$ cat src/rtl/nibble_serial_adder_ctrl_pkg.sv
// Shared constants, state encoding and index-width helper for the nibble-serial adder sequencer.
package nibble_serial_adder_ctrl_pkg;

    localparam int NIBBLE_W = 4;

    typedef enum logic [1:0] {
        IDLE = 2'd0,
        RUN  = 2'd1,
        DONE = 2'd2
    } state_t;

    function automatic int clog2(input int n);
        int r;
        r = 0;
        while ((1 << r) < n) begin
            r++;
        end
        return r;
    endfunction

endpackage

$ cat src/rtl/nibble_serial_adder_ctrl_core.sv
// Purely combinational 4-bit adder slice, time-shared by the sequencer.
module adder4_core (
    input  logic [3:0] A,
    input  logic [3:0] B,
    input  logic       Cin,
    output logic [3:0] S,
    output logic       Cout
);

    assign {Cout, S} = {1'b0, A} + {1'b0, B} + {4'b0000, Cin};

endmodule

$ cat src/rtl/nibble_serial_adder_ctrl.sv
// Wide adder built from one shared 4-bit adder, least-significant nibble first.
// Optional SUB_MODE_EN adds a 'sub' input that turns the operation into a - b.
module nibble_serial_adder_ctrl
    import nibble_serial_adder_ctrl_pkg::*;
#(
    parameter int NIBBLES = 4
) (
    input  logic                    clk,
    input  logic                    rst,
    input  logic                    start_valid,
    output logic                    start_ready,
    input  logic [4*NIBBLES-1:0]    a,
    input  logic [4*NIBBLES-1:0]    b,
    input  logic                    cin,
`ifdef SUB_MODE_EN
    input  logic                    sub,
`endif
    output logic                    res_valid,
    input  logic                    res_ready,
    output logic [4*NIBBLES-1:0]    sum,
    output logic                    cout,
    output logic                    busy
);

    localparam int W     = NIBBLE_W * NIBBLES;
    localparam int IDX_W = clog2(NIBBLES);
    localparam logic [IDX_W-1:0] LAST_IDX = IDX_W'(NIBBLES - 1);

    state_t           state_q, state_d;
    logic [W-1:0]     operandA_q, operandA_d;
    logic [W-1:0]     operandB_q, operandB_d;
    logic [W-1:0]     sum_q, sum_d;
    logic [IDX_W-1:0] idx_q, idx_d;
    logic             carry_q, carry_d;
    logic             cout_q, cout_d;

    logic [IDX_W+1:0] bitBase;
    logic [3:0]       coreA, coreB, coreS;
    logic             coreCout;
    logic [W-1:0]     bLatch;
    logic             carryLatch;

    assign bitBase = {idx_q, 2'b00};
    assign coreA   = operandA_q[bitBase +: NIBBLE_W];
    assign coreB   = operandB_q[bitBase +: NIBBLE_W];

    adder4_core u_core (
        .A    (coreA),
        .B    (coreB),
        .Cin  (carry_q),
        .S    (coreS),
        .Cout (coreCout)
    );

    // Subtraction is a + ~b + 1, so the only difference is what gets latched.
`ifdef SUB_MODE_EN
    assign bLatch     = sub ? ~b : b;
    assign carryLatch = sub ? 1'b1 : cin;
`else
    assign bLatch     = b;
    assign carryLatch = cin;
`endif

    always_comb begin
        state_d    = state_q;
        operandA_d = operandA_q;
        operandB_d = operandB_q;
        sum_d      = sum_q;
        idx_d      = idx_q;
        carry_d    = carry_q;
        cout_d     = cout_q;
        case (state_q)
            IDLE: begin
                if (start_valid) begin
                    operandA_d = a;
                    operandB_d = bLatch;
                    carry_d    = carryLatch;
                    idx_d      = '0;
                    state_d    = RUN;
                end
            end
            RUN: begin
                sum_d[bitBase +: NIBBLE_W] = coreS;
                carry_d = coreCout;
                idx_d   = idx_q + IDX_W'(1);
                if (idx_q == LAST_IDX) begin
                    cout_d  = coreCout;
                    state_d = DONE;
                end
            end
            DONE: begin
                if (res_ready) begin
                    state_d = IDLE;
                end
            end
            default: begin
                state_d = IDLE;
            end
        endcase
    end

    always_ff @(posedge clk) begin
        if (rst) begin
            state_q    <= IDLE;
            operandA_q <= '0;
            operandB_q <= '0;
            sum_q      <= '0;
            idx_q      <= '0;
            carry_q    <= 1'b0;
            cout_q     <= 1'b0;
        end else begin
            state_q    <= state_d;
            operandA_q <= operandA_d;
            operandB_q <= operandB_d;
            sum_q      <= sum_d;
            idx_q      <= idx_d;
            carry_q    <= carry_d;
            cout_q     <= cout_d;
        end
    end

    assign start_ready = (state_q == IDLE);
    assign res_valid   = (state_q == DONE);
    assign busy        = (state_q != IDLE);
    assign sum         = sum_q;
    assign cout        = cout_q;

endmodule

$ cat config.mk
export PLATFORM = sky130hd
export DESIGN_NAME = nibble_serial_adder_ctrl
export DESIGN_NICKNAME = d
export VERILOG_FILES = /design/src/rtl/nibble_serial_adder_ctrl_pkg.sv /design/src/rtl/nibble_serial_adder_ctrl_core.sv /design/src/rtl/nibble_serial_adder_ctrl.sv
export SDC_FILE = /design/constraint.sdc
export NUM_CORES = 1
export LEC_CHECK = 0
export CAP_MARGIN = 40
export CORE_ASPECT_RATIO = 0.7
export CORE_MARGIN = 4
export CORE_UTILIZATION = 53
export DETAILED_ROUTE_END_ITERATION = 7
export GPL_TIMING_DRIVEN = 0
export PLACE_DENSITY = 0.92
export SLEW_MARGIN = 20
export SYNTH_ARGS = -nofsm -noshare
export SYNTH_HDL_FRONTEND = slang
export SYNTH_HIERARCHICAL = 1
export SYNTH_SLANG_ARGS = --single-unit
$ cat constraint.sdc
create_clock -name clk -period 4.6 [get_ports clk]
set_input_delay 0.46 -clock clk [delete_from_list [all_inputs] [get_ports clk]]
set_output_delay 0.46 -clock clk [all_outputs]
set_load 0.02 [all_outputs]
==> flow_metrics.py, run 1 <==
metrics = {
    "outcome": {
        "status": "completed",
    },
    "yosys": {
        "yosysUniqueCellTypes": 33,
        "synth_top_area_share_pct": 43.70,
        "synth_area_per_cell_um2": 9.370,
        "synth-seq-area-share_pct": 43.70,
        "syn_area_um2": 2474,
        "yosysTopAreaCell": "dfxtp_1",
        "yosys_register_bits": 54,
        "syn_inst": 264,
        "synth_area_leaders": "dfxtp_1 44%, nand2_1 11%, a21oi_1 9.1%, mux4_2 7.3%, buf_6 4.6%",
        "syn_nets": 311,
        "yosysWarnings": 6,
    },
    "sta": {
        "fin_hold_ws_ps": 459.5,
        "fin_tns_setup_ps": 0,
        "fin_crit_ps": 2805,
        "hold_violations": 0,
        "period_share_pct": 60.98,
        "slew_headroom_pct": 60.74,
        "finalSetupViolations": 0,
        "slew_violations": 0,
        "max_clock_freq_mhz": 356.5,
        "skew_ps": 10.11,
        "rsz0062_at_grt": "false",
        "max_slew.worst_pin.slew_ps": 584.7,
    },
    "setup_path": {
        "r2r.worst_path.cells": 11,
        "crit_buf_inv": 2,
        "crit_chain": "buf_6 -> mux4_2 -> fa_1 -> inv_1 -> fa_1 -> nor2b_1 -> o21ai_0 -> nand2b_1 -> nand2b_1 -> a21oi_1 -> a211oi_1",
        "endpoint_kind": "register",
        "start_kind": "register",
        "crit_path_max_fanout": 10,
        "crit_arrival_ps": 2970,
        "slowest_delay_ps": 560,
        "worst_ep_required_time_ps": 4770,
        "crit_type": "register to register",
        "crit_path_top_delay_cell": "mux4_2",
        "ff2ff_setup_slack_ps": 1790,
        "cp_top_family": "adder cells",
        "crit_cells": 11,
        "r2r-start": "idx_q[0]",
        "r2r-end": "carry_q",
    },
    "power": {
        "internal-power_uw": 698.6,
        "seqPwrFrac_pct": 52.6,
        "ir_drop_uv": 154.7,
        "p_sw_share_pct": 26.71,
        "cellPowerDensity_nw_per_um2": 298.1,
        "p_sw_uw": 254.6,
        "pwr-share-comb_pct": 19.0,
        "p_clk_share_pct": 28.4,
        "leakage_uw": 0.001204,
    },
    "drt": {
        "vias": 2101,
        "drt_wl_total_mm": 5.777,
        "wl_per_cell_um": 15.08,
        "final_antenna_net_count": 0,
        "route.detailed.drc": 0,
        "via_per_inst": 5.486,
        "drt_iter0_drc": 126,
        "dr.pass1.iters": 4,
    },
    "worst_hold_path": {
        "hp-start": "operandB_q[12]",
        "hold_end": "operandB_q[12]",
        "hold_path.class": "register to register",
        "whs_path_depth": 2,
    },
    "job": {
        "maxCapViolCount": 0,
    },
    "die": {
        "start_util_pct": 55.85,
        "rows": 20,
        "die_area_um2": 5842,
        "core_area_um2": 4429,
        "die_h_um": 65.16,
        "ios": 57,
        "fp.dieW_um": 89.66,
    },
    "clocking": {
        "numCtsBuffers": 5,
        "h-tree-depth": 2,
        "post_cts.repair.setup_buffers": 0,
        "cts.sinks": 54,
        "clock_path_buffers": 2,
        "cts_root_buffer": "clkbuf_8",
        "clk_latency_ps": 310,
        "cts_hold_buf": 0,
        "clkTransAtPathRegs_ps": 90,
        "ctsResizeCount": 0,
        "cts_tree": "built",
    },
    "cells_and_area": {
        "areaGrowthSynthToFinish_pct": 29.29,
        "drive_above_1_share_pct": 11.59,
        "insertedDiodeCount": 0,
        "fin_nets": 374,
        "layoutNonFillerInstCount": 383,
    },
    "global_routing": {
        "grt_pass1_vias": 1954,
        "grt_pass1_wl_mm": 9.183,
        "grt_max_degree": 17,
        "grt_overflow": 0,
        "grtUsageTotal_pct": 20.60,
        "antenna_found_initial": 0,
    },
    "place": {
        "hpwl_mm": 4.368,
        "portBuffers": 56,
        "dp_cells": 375,
        "routabilityCongestion": 0.8594,
    },
}
[tightest hold or removal path: cells and delay by family, from the launching register on]
kind | cells | cell delay, ps
DFF | 1 | 320
and+or+nand+nor | 1 | 50
AOI/OAI and AO/OA | 1 | 50
[worst max path at each step]
stage | startpoint | slack (ps) | end
global placement | idx_q[0] | 1850 | carry_q
floorplan | idx_q[0] | 2090 | carry_q
finish | idx_q[0] | 1790 | carry_q
CTS | idx_q[0] | 1780 | carry_q
detailed placement | idx_q[0] | 1790 | carry_q
global route | idx_q[0] | 1590 | carry_q
[state kept, by name (all words and copies together), names as in the netlist]
| signal | cells |
|---|---|
| carry_q | 1 |
| cout | 1 |
| idx_q | 2 |
| operandA_q | 16 |
| operandB_q | 16 |
| state_q | 2 |
| sum | 16 |
[routing by layer]
metal  wire [µm]  vias up  global-route usage (%)
met5           0        -                       0
met4          87        0                   5.576
met3         431       11                   3.885
met2        2652       76                   33.30
met1        2606      980                   28.18
li1            -     1034                       -
[layout make-up]
class | instances | area (µm²)
tap | 55 | 68.82
multi-input combinational | 185 | 1219
sequential | 54 | 1081
buffer | 17 | 143.9
fill | 323 | 1231
clock inverter | 2 | 12.51
clock buffer | 6 | 82.58
timing repair buffer | 56 | 560.5
inverter | 8 | 30.03
[placed cells by master (no fill, tap or decap), drive strengths merged, types with 3 or more instances in the layout]
master	netlist	final
nor2b	3	3
a21oi	47	47
inv	8	8
nand4	8	8
ha	8	8
nand3b	3	3
clkbuf	3	9
mux4	8	8
clkdlybuf4s50	0	56
dfxtp	54	54
nand2	73	73
a22o	8	8
buf	14	14
nand2b	4	4
nor2	3	3
[power groups by stage]
stage / Sequential (µW) / Combinational [µW] / Clock [µW]
floorplan: 510 / 109 / 0
global placement: 511 / 174 / 0
detailed placement: 512 / 179 / 0
CTS: 501 / 181 / 275
global route: 503 / 197 / 287
finish: 501 / 181 / 271
[kinds of logic (layout without fill, tap and decap cells)]
family                     Yosys count  after routing  synth area share [%]
AOI/OAI and AO/OA                   59             59                 13.76
and+or+nand+nor                    104            104                 21.04
DFF                                 54             54                 43.70
xor gates and xnor gates             2              2                0.7083
buffers and inverters               25             89                 7.031
muxes                               10             10                 8.093
adders and majority gates           10             10                 5.665
[stage by stage]
step	area (µm²)	utilization [%]	power [µW]	worst slack, ps
after CTS	3198	72.20	957.2	1781
after global placement	3103	70.06	684.1	1845
after floorplan	2474	-	619.5	2088
final	3198	72.20	953.2	1795
after global routing	3198	72.20	987.6	1590
after detailed placement	3103	70.06	691.5	1790
[Yosys cell counts, drive strengths merged]
cell    instances
a21oi          47
nand2          73
mux4            8
o21ai           1
inv             8
and4            1
and4b           1
and4bb          1
or3             1
nor2b           3
clkbuf          3
or3b            2
nand3b          3
a211oi          1
or2             1
nand2b          4
dfxtp          54
nor2            3
a22o            8
ha              8
a21o            1
xnor2           2
o21bai          1
fa              2
buf            14
nor4b           1
nor3b           2
mux2i           2
nand4           8
Note: power is estimated with default switching activity, not from simulation.
==> run 2: changes to the inputs <==
--- a/config.mk
+++ b/config.mk
@@ -8,10 +8,10 @@
 export CAP_MARGIN = 40
 export CORE_ASPECT_RATIO = 0.7
 export CORE_MARGIN = 4
-export CORE_UTILIZATION = 53
+export CORE_UTILIZATION = 50
 export DETAILED_ROUTE_END_ITERATION = 7
 export GPL_TIMING_DRIVEN = 0
-export PLACE_DENSITY = 0.92
+export PLACE_DENSITY = 0.88
 export SLEW_MARGIN = 20
 export SYNTH_ARGS = -nofsm -noshare
 export SYNTH_HDL_FRONTEND = slang
==> constraint.sdc (replaced) <==
create_clock -name clk -period 2.8 [get_ports clk]
set_input_delay 0.28 -clock clk [delete_from_list [all_inputs] [get_ports clk]]
set_output_delay 0.28 -clock clk [all_outputs]
set_load 0.02 [all_outputs]
==> flow_metrics.py, run 2 (synthesized netlist as in run 1, its figures left out) <==
metrics = {
    "setup_path": {
        "start_kind": "register",
        "r2r-start": "idx_q[0]",
        "crit_path_max_fanout": 10,
        "r2r-end": "carry_q",
        "r2r.worst_path.cells": 11,
        "crit_type": "register to register",
        "cp-startpoint": "idx_q[0]",
        "endpoint_kind": "register",
        "crit_arrival_ps": 2880,
        "worst_ep_required_time_ps": 2980,
        "ff2ff_setup_slack_ps": 100,
        "cp-endpoint": "carry_q",
    },
    "place": {
        "hpwl_mm": 4.230,
        "routabilityCongestion": 0.8621,
        "post-place-ws_ps": -12.71,
        "dp_cells": 389,
        "portBuffers": 56,
    },
    "drt": {
        "final_antenna_net_count": 0,
        "via_per_inst": 5.192,
        "drt_wl_total_mm": 5.549,
        "wl_per_cell_um": 14.01,
        "route.detailed.drc": 0,
        "dr.pass1.iters": 4,
        "drt_iter0_drc": 124,
        "vias": 2056,
    },
    "die": {
        "ios": 57,
        "start_util_pct": 51.73,
        "core_area_um2": 4782,
        "die_area_um2": 6155,
        "rows": 21,
        "die_h_um": 66.85,
        "fp.dieW_um": 92.07,
    },
    "clocking": {
        "cts_root_buffer": "clkbuf_8",
        "h-tree-depth": 2,
        "post_cts.repair.setup_buffers": 0,
        "numCtsBuffers": 5,
        "clkTransAtPathRegs_ps": 90,
        "cts_tree": "built",
        "cts.sinks": 54,
        "clk_latency_ps": 310,
        "cts_hold_buf": 0,
        "clock_path_buffers": 2,
    },
    "cells_and_area": {
        "final_cell_mix": "73 x nand2_1, 56 x clkdlybuf4s50_1, 53 x dfxtp_1",
        "areaGrowthSynthToFinish_pct": 29.89,
        "insertedDiodeCount": 0,
        "drive_above_1_share_pct": 11.31,
        "final_common_cell": "nand2_1",
        "fin_nets": 374,
        "layoutNonFillerInstCount": 396,
    },
    "sta": {
        "period_share_pct": 96.44,
        "skew_ps": 9.581,
        "rsz0062_at_grt": "false",
        "fin_ws_ps": 99.66,
        "max_slew.worst_pin.slew_ps": 504.7,
        "max_clock_freq_mhz": 370.3,
        "slew_violations": 0,
        "fin_hold_ws_ps": 460.5,
        "hold_violations": 0,
        "slew_headroom_pct": 66.11,
        "fin_tns_setup_ps": 0,
        "fin_crit_ps": 2700,
        "finalSetupViolations": 0,
    },
    "job": {
        "maxCapViolCount": 0,
    },
    "global_routing": {
        "antenna_found_initial": 0,
        "grt_max_degree": 16,
        "grt_pass1_wl_mm": 9.273,
        "grt_overflow": 0,
        "grt_pass1_vias": 2021,
        "grtUsageTotal_pct": 19.24,
    },
    "outcome": {
        "status": "completed",
    },
    "power": {
        "leakage_uw": 0.001197,
        "ir_drop_uv": 271.1,
        "cellPowerDensity_nw_per_um2": 478.0,
    },
    "worst_hold_path": {
        "hold_path.class": "register to register",
    },
}
-- run 2: cell types whose count changed in the layout (fill, tap and decap cells not counted) --
| cell | delta |
|---|---|
| dfxtp_1 | -1 |
| clkbuf_1 | +1 |
| clkinv_2 | -1 |
| clkbuf_8 | -1 |
| buf_12 | +1 |
| dfxtp_4 | +1 |
| buf_6 | -1 |
-- run 2: worst min path at each step --
| stage | startpoint | endpoint | slack, ps | cells after the start |
|---|---|---|---|---|
| finish | operandB_q[8] | operandB_q[8] | 460 | 2 |
| global route | sum[2] | sum[2] | 480 | 2 |
| CTS | operandB_q[8] | operandB_q[8] | 460 | 2 |
| detailed placement | operandB_q[8] | operandB_q[8] | 450 | 2 |
| global placement | operandA_q[9] | operandA_q[9] | 440 | 2 |
| floorplan | a[0] | operandA_q[0] | 420 | 2 |
-- run 2: critical path, cell delays in order (launching register included) --
cell and delay [ps]:
dfxtp_4 410, buf_12 160, mux4_2 530, fa_1 450
inv_1 80, fa_1 210, nor2b_1 50, o21ai_0 150
nand2b_1 120, nand2b_1 170, a21oi_1 160, a211oi_1 80
-- run 2: final cells by class --
class	count	area, µm²
clock inverters	1	7.507
repair buffers	56	560.5
multi-input cells	185	1219
clock buffers	6	72.57
flip-flops and latches	54	1085
inverters	8	30.03
plain buffers	17	152.6
fillers	394	1569
well taps	69	86.33
-- run 2: layer usage --
metal	vias to the layer above	routed length [µm]	GRT usage (%)
met5	-	0	0
met3	15	383	4.628
met1	943	2537	24.14
li1	1033	-	-
met4	0	104	8.519
met2	65	2524	31.82
-- run 2: power breakdown --
group | total [µW] | internal, µW | switching [µW]
logic | 296 | 147 | 149
clock network | 416 | 172 | 244
registers | 823 | 803 | 20.4
total | 1540 | 1120 | 413
-- run 2: timing repair --
action / 4_1_cts / 5_1_grt
cloned: 0 / 0
endpoints found under the setup margin: 1 / 1
gates resized for setup: 1 / 3
-- run 2: through the flow --
stage	area (µm²)	power (µW)	utilization [%]
after floorplan	2474	1018	-
after global placement	3120	1122	65.25
after detailed placement	3120	1131	65.25
after CTS	3202	1534	66.95
after global routing	3213	1599	67.19
final	3213	1536	67.19
